===== config.mk =====
export PLATFORM = sky130hd
export DESIGN_NAME = biriscv_bpred
export DESIGN_NICKNAME = d
export VERILOG_FILES = /design/src/rtl/biriscv_bpred_pkg.sv /design/src/rtl/biriscv_bpred_ras.sv /design/src/rtl/biriscv_bpred.sv
export SDC_FILE = /design/constraint.sdc
export NUM_CORES = 2
export LEC_CHECK = 0
export BUFFER_PORTS_ARGS = -buffer_cell sky130_fd_sc_hd__buf_2
export CAP_MARGIN = 5
export CORE_ASPECT_RATIO = 0.7
export CORE_UTILIZATION = 45
export CTS_CLUSTER_DIAMETER = 40
export DETAILED_ROUTE_END_ITERATION = 12
export PLACE_DENSITY = 0.72
export SYNTH_ARGS = -nofsm -noshare
export SYNTH_HDL_FRONTEND = slang
export SYNTH_SLANG_ARGS = --single-unit

===== constraint.sdc =====
create_clock -name clk_i -period 7.35 [get_ports clk_i]
set_clock_uncertainty 0.2 [all_clocks]
set_input_delay 1.47 -clock clk_i [delete_from_list [all_inputs] [get_ports clk_i]]
set_output_delay 1.47 -clock clk_i [all_outputs]
set_load 0.005 [all_outputs]

===== src/rtl/biriscv_bpred_pkg.sv =====
// rtl/biriscv_bpred_pkg.sv - shared branch-type encoding and default predictor sizes
package biriscv_bpred_pkg;

  typedef enum logic [1:0] {
    BR_COND = 2'd0,
    BR_CALL = 2'd1,
    BR_RET  = 2'd2,
    BR_JMP  = 2'd3
  } br_type_t;

  localparam int BPRED_BTB_ENTRIES = 8;
  localparam int BPRED_BHT_ENTRIES = 32;
  localparam int BPRED_RAS_DEPTH   = 8;

endpackage


===== src/rtl/biriscv_bpred_ras.sv =====
// rtl/biriscv_bpred_ras.sv - circular return address stack; a push when full drops the oldest entry
module biriscv_bpred_ras
  import biriscv_bpred_pkg::*;
#(
  parameter int DEPTH = BPRED_RAS_DEPTH
) (
  input  logic        clk_i,
  input  logic        rst_i,
  input  logic        push_i,
  input  logic        pop_i,
  input  logic [31:0] push_data_i,
  output logic [31:0] top_o,
  output logic        empty_o
);

  localparam int PW = $clog2(DEPTH);
  localparam logic [PW-1:0] PTR_ONE = PW'(1);
  localparam logic [PW:0]   CNT_MAX = (PW+1)'(DEPTH);

  logic [31:0]   stack [DEPTH];
  logic [PW-1:0] ptr;
  logic [PW:0]   count;

  // ptr is the next write slot, so the top lives one below it
  assign top_o   = stack[ptr - PTR_ONE];
  assign empty_o = (count == '0);

  always_ff @(posedge clk_i) begin
    if (rst_i) begin
      ptr   <= '0;
      count <= '0;
    end else if (push_i) begin
      ptr <= ptr + PTR_ONE;
      if (count != CNT_MAX) count <= count + 1'b1;
    end else if (pop_i && count != '0) begin
      ptr   <= ptr - PTR_ONE;
      count <= count - 1'b1;
    end
  end

  always_ff @(posedge clk_i) begin
    if (!rst_i && push_i) stack[ptr] <= push_data_i;
  end

endmodule


===== src/rtl/biriscv_bpred.sv =====
// rtl/biriscv_bpred.sv - fetch-side predictor: fully associative BTB, 2-bit BHT and RAS
module biriscv_bpred
  import biriscv_bpred_pkg::*;
#(
  parameter int NUM_BTB_ENTRIES = BPRED_BTB_ENTRIES,
  parameter int NUM_BHT_ENTRIES = BPRED_BHT_ENTRIES,
  parameter int RAS_DEPTH       = BPRED_RAS_DEPTH,
  parameter int ENABLE          = 1
) (
  input  logic        clk_i,
  input  logic        rst_i,
  input  logic [31:0] pc_f_i,
  input  logic        branch_request_i,
  input  logic        branch_is_taken_i,
  input  logic        branch_is_not_taken_i,
  input  logic [31:0] branch_source_i,
  input  logic [31:0] branch_pc_i,
  input  logic        branch_is_call_i,
  input  logic        branch_is_ret_i,
  input  logic        branch_is_jmp_i,
  output logic [31:0] next_pc_f_o,
  output logic        next_taken_f_o
);

  localparam int BTB_W = $clog2(NUM_BTB_ENTRIES);
  localparam int BHT_W = $clog2(NUM_BHT_ENTRIES);

  logic             btb_valid  [NUM_BTB_ENTRIES];
  logic [31:0]      btb_tag    [NUM_BTB_ENTRIES];
  logic [31:0]      btb_target [NUM_BTB_ENTRIES];
  br_type_t         btb_type   [NUM_BTB_ENTRIES];
  logic [BTB_W-1:0] btb_ptr;
  logic [1:0]       bht        [NUM_BHT_ENTRIES];

  logic             lk_hit;
  logic [BTB_W-1:0] lk_idx;
  logic             up_hit;
  logic [BTB_W-1:0] up_idx;
  logic             pred_taken;
  logic [31:0]      pred_target;
  logic [31:0]      ras_top;
  logic             ras_empty;
  br_type_t         up_type;
  logic [BHT_W-1:0] up_bht_idx;

  // Allocation happens only on a miss, so at most one tag can match either port
  always_comb begin
    lk_hit = 1'b0;
    lk_idx = '0;
    up_hit = 1'b0;
    up_idx = '0;
    for (int i = 0; i < NUM_BTB_ENTRIES; i++) begin
      if (btb_valid[i] && btb_tag[i] == pc_f_i) begin
        lk_hit = 1'b1;
        lk_idx = BTB_W'(i);
      end
      if (btb_valid[i] && btb_tag[i] == branch_source_i) begin
        up_hit = 1'b1;
        up_idx = BTB_W'(i);
      end
    end
  end

  always_comb begin
    pred_taken  = 1'b0;
    pred_target = btb_target[lk_idx];
    if (lk_hit) begin
      case (btb_type[lk_idx])
        BR_RET: begin
          pred_taken = 1'b1;
          if (!ras_empty) pred_target = ras_top;
        end
        BR_CALL, BR_JMP: pred_taken = 1'b1;
        default: pred_taken = bht[pc_f_i[BHT_W+1:2]][1];
      endcase
    end
  end

  assign next_taken_f_o = (ENABLE != 0) && pred_taken;
  assign next_pc_f_o    = next_taken_f_o ? pred_target : pc_f_i + 32'd4;

  assign up_type = branch_is_call_i ? BR_CALL :
                   branch_is_ret_i  ? BR_RET  :
                   branch_is_jmp_i  ? BR_JMP  : BR_COND;
  assign up_bht_idx = branch_source_i[BHT_W+1:2];

  always_ff @(posedge clk_i) begin
    if (rst_i) begin
      for (int i = 0; i < NUM_BTB_ENTRIES; i++) btb_valid[i] <= 1'b0;
      btb_ptr <= '0;
    end else if (branch_request_i && !up_hit && branch_is_taken_i) begin
      btb_valid[btb_ptr] <= 1'b1;
      btb_ptr            <= btb_ptr + 1'b1;
    end
  end

  always_ff @(posedge clk_i) begin
    if (!rst_i && branch_request_i) begin
      if (up_hit) begin
        btb_type[up_idx] <= up_type;
        if (branch_is_taken_i) btb_target[up_idx] <= branch_pc_i;
      end else if (branch_is_taken_i) begin
        btb_tag[btb_ptr]    <= branch_source_i;
        btb_target[btb_ptr] <= branch_pc_i;
        btb_type[btb_ptr]   <= up_type;
      end
    end
  end

  // Taken wins when both resolution flags are raised
  always_ff @(posedge clk_i) begin
    if (rst_i) begin
      for (int i = 0; i < NUM_BHT_ENTRIES; i++) bht[i] <= 2'b01;
    end else if (branch_request_i && up_type == BR_COND) begin
      if (branch_is_taken_i) begin
        if (bht[up_bht_idx] != 2'b11) bht[up_bht_idx] <= bht[up_bht_idx] + 2'b01;
      end else if (branch_is_not_taken_i) begin
        if (bht[up_bht_idx] != 2'b00) bht[up_bht_idx] <= bht[up_bht_idx] - 2'b01;
      end
    end
  end

  biriscv_bpred_ras #(
    .DEPTH(RAS_DEPTH)
  ) u_ras (
    .clk_i      (clk_i),
    .rst_i      (rst_i),
    .push_i     (branch_request_i && branch_is_call_i),
    .pop_i      (branch_request_i && branch_is_ret_i && !branch_is_call_i),
    .push_data_i(branch_source_i + 32'd4),
    .top_o      (ras_top),
    .empty_o    (ras_empty)
  );

endmodule


* After elaboration in Yosys (flattened, before gate mapping) *
Memories as Yosys holds them, arrays and structs flattened.
Cells that the tools add are included.
Widths: inputs -> output; s select.

storage, ports and cells
  bits in registers = 10
  bits in latches = 0
  RAM bits = 856
  memory bits (read-only) = 0
  input bits = 104
  output and inout port bits = 33
  word-level logic and storage cells = 165
  memories kept = 6

cells by class
  add/sub/neg operators = 9
  multipliers = 0
  div/mod/pow operators = 0
  order comparisons = 0
  equal/unequal tests = 22
  shift operators = 0
  mux-type cells = 85
  bitwise operators = 1
  reductions and logical operators = 39

memory list
  memory       words  bits a word  rd ports  clocked after Yosys merged registers in  write ports  line                     text
  btb_tag      8      32           8         0                                        1            biriscv_bpred.sv:29      logic [31:0] btb_tag [NUM_BTB_ENTRIES];
  btb_target   8      32           1         0                                        1            biriscv_bpred.sv:30      logic [31:0] btb_target [NUM_BTB_ENTRIES];
  u_ras.stack  8      32           1         0                                        1            biriscv_bpred_ras.sv:20  logic [31:0] stack [DEPTH];
  bht          32     2            2         0                                        32           biriscv_bpred.sv:33      logic [1:0] bht [NUM_BHT_ENTRIES];
  btb_type     8      2            1         0                                        1            biriscv_bpred.sv:31      br_type_t btb_type [NUM_BTB_ENTRIES];
  btb_valid    8      1            8         0                                        8            biriscv_bpred.sv:28      logic btb_valid [NUM_BTB_ENTRIES];

operators by type and width
  operator               count
  $eq 32x32->1           16
  $mux 32                5
  $add 32x3->32 const B  2
  $mux 1                 53
  $mux 3                 17
  $reduce_or 32->1       1
  $logic_and 1x1->1      25
  $mux 2                 6
  $mux 4                 3
  $add 3x1->3 const B    2
  $mux 5                 1
  $add 4x1->4 const B    1
  $eq 2x2->1 const B     2
  $logic_not 4->1        1
  $ne 2x2->1 const B     2
  $ne 4x4->1 const B     1
  $reduce_bool 2->1      2
  $reduce_bool 4->1      1
  $reduce_or 2->1        2
  $sub 4x1->4 const B    1
  $logic_not 1->1        3
  $reduce_or 3->1        1
  $sub 3x1->3 const B    1
  $add 2x1->2 const B    1
  6 further kinds        6

* Longest topological paths before layout *
An unclocked memory read counts as a cell.

  depth after elaboration = 19
  gate-level depth with buffers = 15
  mapped depth without buffers = 11

* Hierarchy *
From an unflattened synthesis, not the netlist that was laid out.

unflattened totals
  cells, all modules = 2930
  area, all modules = 41698.7 um^2

modules (own cells, without submodules)
  module             times used  cells each  area each (um^2)  seq. area each (um^2)
  biriscv_bpred      1           2491        31505.2           17997.3
  biriscv_bpred_ras  1           439         10193.5           7827.5

* Least setup slack after synthesis *
Ideal clock, no wire load.

  path type = input to register
  start point = input branch_source_i[26]
  end point = memory btb_tag[1][0], enable pin
  library setup time = 0.471 ns
  arrival = 5.865 ns
  required time = 6.679 ns
  path slack = 0.815 ns
  stages = 12
  path buffers = 3
  cells stage by stage = clkbuf_1 buf_1 xor2_1 nor4_1 nand4_1 or4_1 nand4_1 nor3_1 and3_1 clkbuf_1 and3_1 nor3b_1

between the ends
  cells in the longest elaborated chain, start to end = 13
  elaborated cells on any way between the ends = 27
  classes of those cells = eq/ne: 8; mux: 11; reduce/logical: 8

RTL lines
  item                            line                  text
  start, declared                 biriscv_bpred.sv:16   input logic [31:0] branch_source_i,
  $eq 32x32->1                    biriscv_bpred.sv:57   if (btb_valid[i] && btb_tag[i] == branch_source_i) begin
  $logic_and 1x1->1               biriscv_bpred.sv:57
  $mux 1 (7 in a row)             biriscv_bpred.sv:57
  $mux 1 *                        biriscv_bpred.sv:57
  $mux 1 *                        biriscv_bpred.sv:99   if (up_hit) begin
  $mux 1 *                        biriscv_bpred.sv:98   if (!rst_i && branch_request_i) begin
  $mux 1 (implied by the code) *  biriscv_bpred.sv:103  btb_tag[btb_ptr] <= branch_source_i;
  end, declared                   biriscv_bpred.sv:29

Mark *: on every way between the ends. The rest lies on a longest branch, timed or not.

* Worst setup path after layout *
  start point = input pc_f_i[19]
  end point = output next_pc_f_o[6]

between the ends
  cells in the longest elaborated chain, start to end = 15
  elaborated cells on any way between the ends = 43
  classes of those cells = eq/ne: 11; mux: 21; reduce/logical: 9; memory: 2

RTL lines
  item                                             line                 text
  start, declared                                  biriscv_bpred.sv:12  input logic [31:0] pc_f_i,
  $eq 32x32->1                                     biriscv_bpred.sv:53  if (btb_valid[i] && btb_tag[i] == pc_f_i) begin
  $logic_and 1x1->1                                biriscv_bpred.sv:53
  $mux 1                                           biriscv_bpred.sv:53
  $mux 3 (6 in a row)                              biriscv_bpred.sv:53
  $mem_v2 8x2                                      --
  $eq 2x1->1 / $eq 2x2->1 (equally long branches)  biriscv_bpred.sv:68  case (btb_type[lk_idx])
  $reduce_or 3->1 (no line)                        --
  $mux 1                                           biriscv_bpred.sv:68
  $mux 1                                           biriscv_bpred.sv:67  if (lk_hit) begin
  $mux 32 *                                        biriscv_bpred.sv:80  assign next_pc_f_o = next_taken_f_o ? pred_target : pc_f_i + 32'd4;
  end, declared                                    biriscv_bpred.sv:21  output logic [31:0] next_pc_f_o,

Marked as above.

==> results by group <==
Status
  • Outcome: finished with violations
  • Failing checks: setup timing

Floorplan
  • DIE AREA: 0.0923 mm2
  • CORE AREA: 0.0901 mm2
  • FP Rows: 92
  • Die H: 254 um
  • Initial Util: 0.455
  • I/O pin count: 137
  • Chip width: 363 um

Yosys
  • Post-Syn Nets: 2,921
  • Sequential share of the synthesized area: 0.630
  • Asr flop ratio synth: 0
  • Post-synth cell types: 74
  • Netlist Area Pre-Place: 0.0410 mm2
  • Synthesized area per cell: 14.6 um2
  • Mapped Cells: 2,806
  • Area share of the largest cell type after synthesis: 0.621
  • EDFF count, synth: around 850
  • Synthesized flop and latch total: 866
  • Synth top area cells: edfxtp_1 (62%), xnor2_1 (6.7%), xor2_1 (5.7%)
  • Post-synth top area cell: edfxtp_1
  • Dominant synthesized flop cell: edfxtp_1
  • Synth warnings: 0

Worst setup path
  • Crit Path Class: in2out
  • CP max stage cell: or4b_2
  • CP max FO: 20
  • WP data required: around 5.7 ns
  • Family with the most delay on the worst path: simple AND/OR/NAND/NOR gates
  • CP endpoint kind: primary output
  • CP peak stage delay: 0.79 ns
  • Buffer and inverter count on the worst path: 5
  • CP Data Arrival Time: 5.68 ns
  • Startpoint types: input pin
  • Cells along the critical path: buf_2, buf_4, xnor2_1, nand4_1, nor4_1, nand3_1, or4b_2, o41ai_2, or4_1, nand2b_1, nor4_4, buf_12, buf_16, mux2_2, mux2i_4, buf_2
  • Most frequent cell on the critical path: buf_2

Clock tree
  • H-tree depth: 3
  • Clk_lat worst skew: 0.71 ns
  • Clk buf depth: 3
  • CTS tree: done
  • CTS Root Cell: clkbuf_16
  • Worst-path clk slew: 0.06 ns
  • Total CTS buffers: 97
  • Sink Count: 866

Route
  • Routed vias/inst: roughly 6.1
  • Routed WL: 134 mm
  • DRT Pass-1 Iters: 7
  • Wire length per cell: 30.5 um
  • DRC Markers: 0
  • Number of routed nets with antenna violations: 0
  • Routed vias: 26.9k
  • Initial DRC count: between 3k and 4k

STA
  • Hold WS: 0.342 ns
  • Max Clock Freq: 0.136 GHz
  • Max-slew headroom: 0.142
  • Hold Vio Cnt, Final: 0
  • Final Slew Violations: 0
  • Setup ws final: -0.000747 ns
  • Setup TNS Final: -0.000747 ns
  • Final setup fails: 1
  • Final min period: 7.35 ns
  • Tcrit/Tclk final: 1.00
  • Worst Tran Pin Value: 1.29 ns

Layout
  • Layout cell share with drive strength beyond 1: 0.221
  • Area growth from synthesis to layout: 17.5%
  • Reg area: 0.0258 mm2
  • Final Util: 0.534
  • Final #Nets: 3,195
  • Filler instances: 7,226
  • Multi-input logic area: 0.0147 mm2
  • Post-Layout Cell Count: 4,384

GRT
  • Total grt overflow: 0
  • Number of global-route vias before repair: between 20k and 30k
  • Largest net degree at the start of global routing: 43
  • First-pass GRT wire length: about 190 mm
  • Initial antenna violation count: 13
  • Gr usage total: 0.287

Pwr
  • PD cells: 246 mW/mm2
  • VDD IR max: between 200 and 250 uV
  • Static Leak: 16.4 nW
  • Design Power: between 10 and 15 mW

Placed design
  • DP Wirelength: 93.3 mm
  • Placed cell count: 4,197
  • GPL Wtd Cong: 1.01
  • Port-buffer cells: 136

Worst hold path
  • Hold Path Class: reg2reg

Run
  • Max-Cap Viols: 0
## cell usage in the layout (no fill, tap or decap), drive strengths merged, types with 9 or more instances in the layout
| master | instances |
|---|---|
| xor2 | 266 |
| clkbuf | 116 |
| clkinv | 35 |
| buf | 333 |
| or3 | 26 |
| nor3 | 65 |
| nor4 | 115 |
| a31oi | 22 |
| nand2b | 14 |
| a21oi | 50 |
| mux4 | 90 |
| inv | 33 |
| nand4b | 9 |
| mux2i | 159 |
| and3 | 17 |
| nor2 | 63 |
| nand2 | 110 |
| nand4 | 101 |
| dfxtp | 18 |
| bufinv | 15 |
| a22o | 18 |
| or4 | 16 |
| xnor2 | 312 |
| mux2 | 30 |
| a21o | 10 |
| nand3 | 76 |
| ha | 10 |
| o21ai | 63 |
| edfxtp | 848 |
| a21boi | 19 |
## where the power goes
group / leakage, nW / switching [mW] / internal [mW] / total [mW]
sequential: 7.76 / 0.0440 / 5.47 / 5.51
clock: 1.67 / 2.20 / 3.03 / 5.23
combinational: 6.98 / 0.708 / 0.399 / 1.11
## cell usage after synthesis, drive strengths merged, types with 19 or more instances
library cell  count
inv              19
nand4           101
a21oi            50
mux2             30
nor3             65
xor2            266
nand3            76
nor4            115
edfxtp          848
nor2             63
xnor2           312
nand2           110
a31oi            22
a21boi           19
buf              91
mux2i           159
clkbuf           76
mux4             90
or3              26
o21ai            63
## registers in the layout, summed over array words and instances (netlist names)
signal	flops
btb_type	16
btb_valid	8
u_ras.ptr	3
btb_target	256
btb_ptr	3
u_ras.stack	256
bht	64
btb_tag	256
u_ras.count	4
## cells by family (layout without fill, tap and decap cells)
logic type | after synthesis | after routing | share of synthesized area
fa+ha+maj | 11 | 11 | 0.00354
xor+xnor | 578 | 578 | 0.124
other cells | 0 | 2 | 0
simple gates | 656 | 656 | 0.0889
flops | 866 | 866 | 0.630
compound gates | 230 | 230 | 0.0371
buf+inv | 186 | 540 | 0.0202
mux | 279 | 279 | 0.0965
## path summary, 6_finish.rpt
path,from,to,slack (ns),cells after the start
worst min-delay path,u_ras.count[2],u_ras.count[2],0.34,2
worst max register to register,btb_tag[0][31],btb_target[0][18],2.19,10
worst min register to register,u_ras.count[2],u_ras.count[2],0.34,2
worst max-delay path,pc_f_i[19],next_pc_f_o[6],-0.0007,16
## layout make-up
class | instances | share of cell area
well taps | 1222 | 0.0318
flip-flops and latches | 866 | 0.536
multi-input cells | 1754 | 0.305
diodes | 2 | 0.000104
repair buffers | 342 | 0.0530
clock inverters | 72 | 0.0208
inverters | 19 | 0.00148
clock buffers | 107 | 0.0514
## layer usage
layer / GRT usage / vias up / wire [um]
li1: - / 11300 / -
met1: 0.410 / 13400 / 54500
met2: 0.396 / 1831 / 54800
met3: 0.120 / 272 / 20400
met4: 0.0841 / 14 / 4020
met5: 0 / - / 78
## tightest hold or removal path, stage by stage, from the launching register on
cell      delay [ns]
dfxtp_1         0.34
nor2_1          0.11
a211oi_1        0.05
## what timing repair did
action / CTS / global route
endpoints found under the setup margin: 21 / 30
setup buffers: 1 / 5
pin swaps: 1 / 5
resized for setup: 27 / 28
hold buffers: 0 / 0
## through the flow
stage	setup slack, ns	cell area (um2)
detailed placement	-0.261	44400
global route	-0.0204	48100
finish	-0.000747	48100
CTS	0.0123	48000
global placement	-0.197	44400
floorplan	0.815	41000
(Power assumes the default switching activity.)
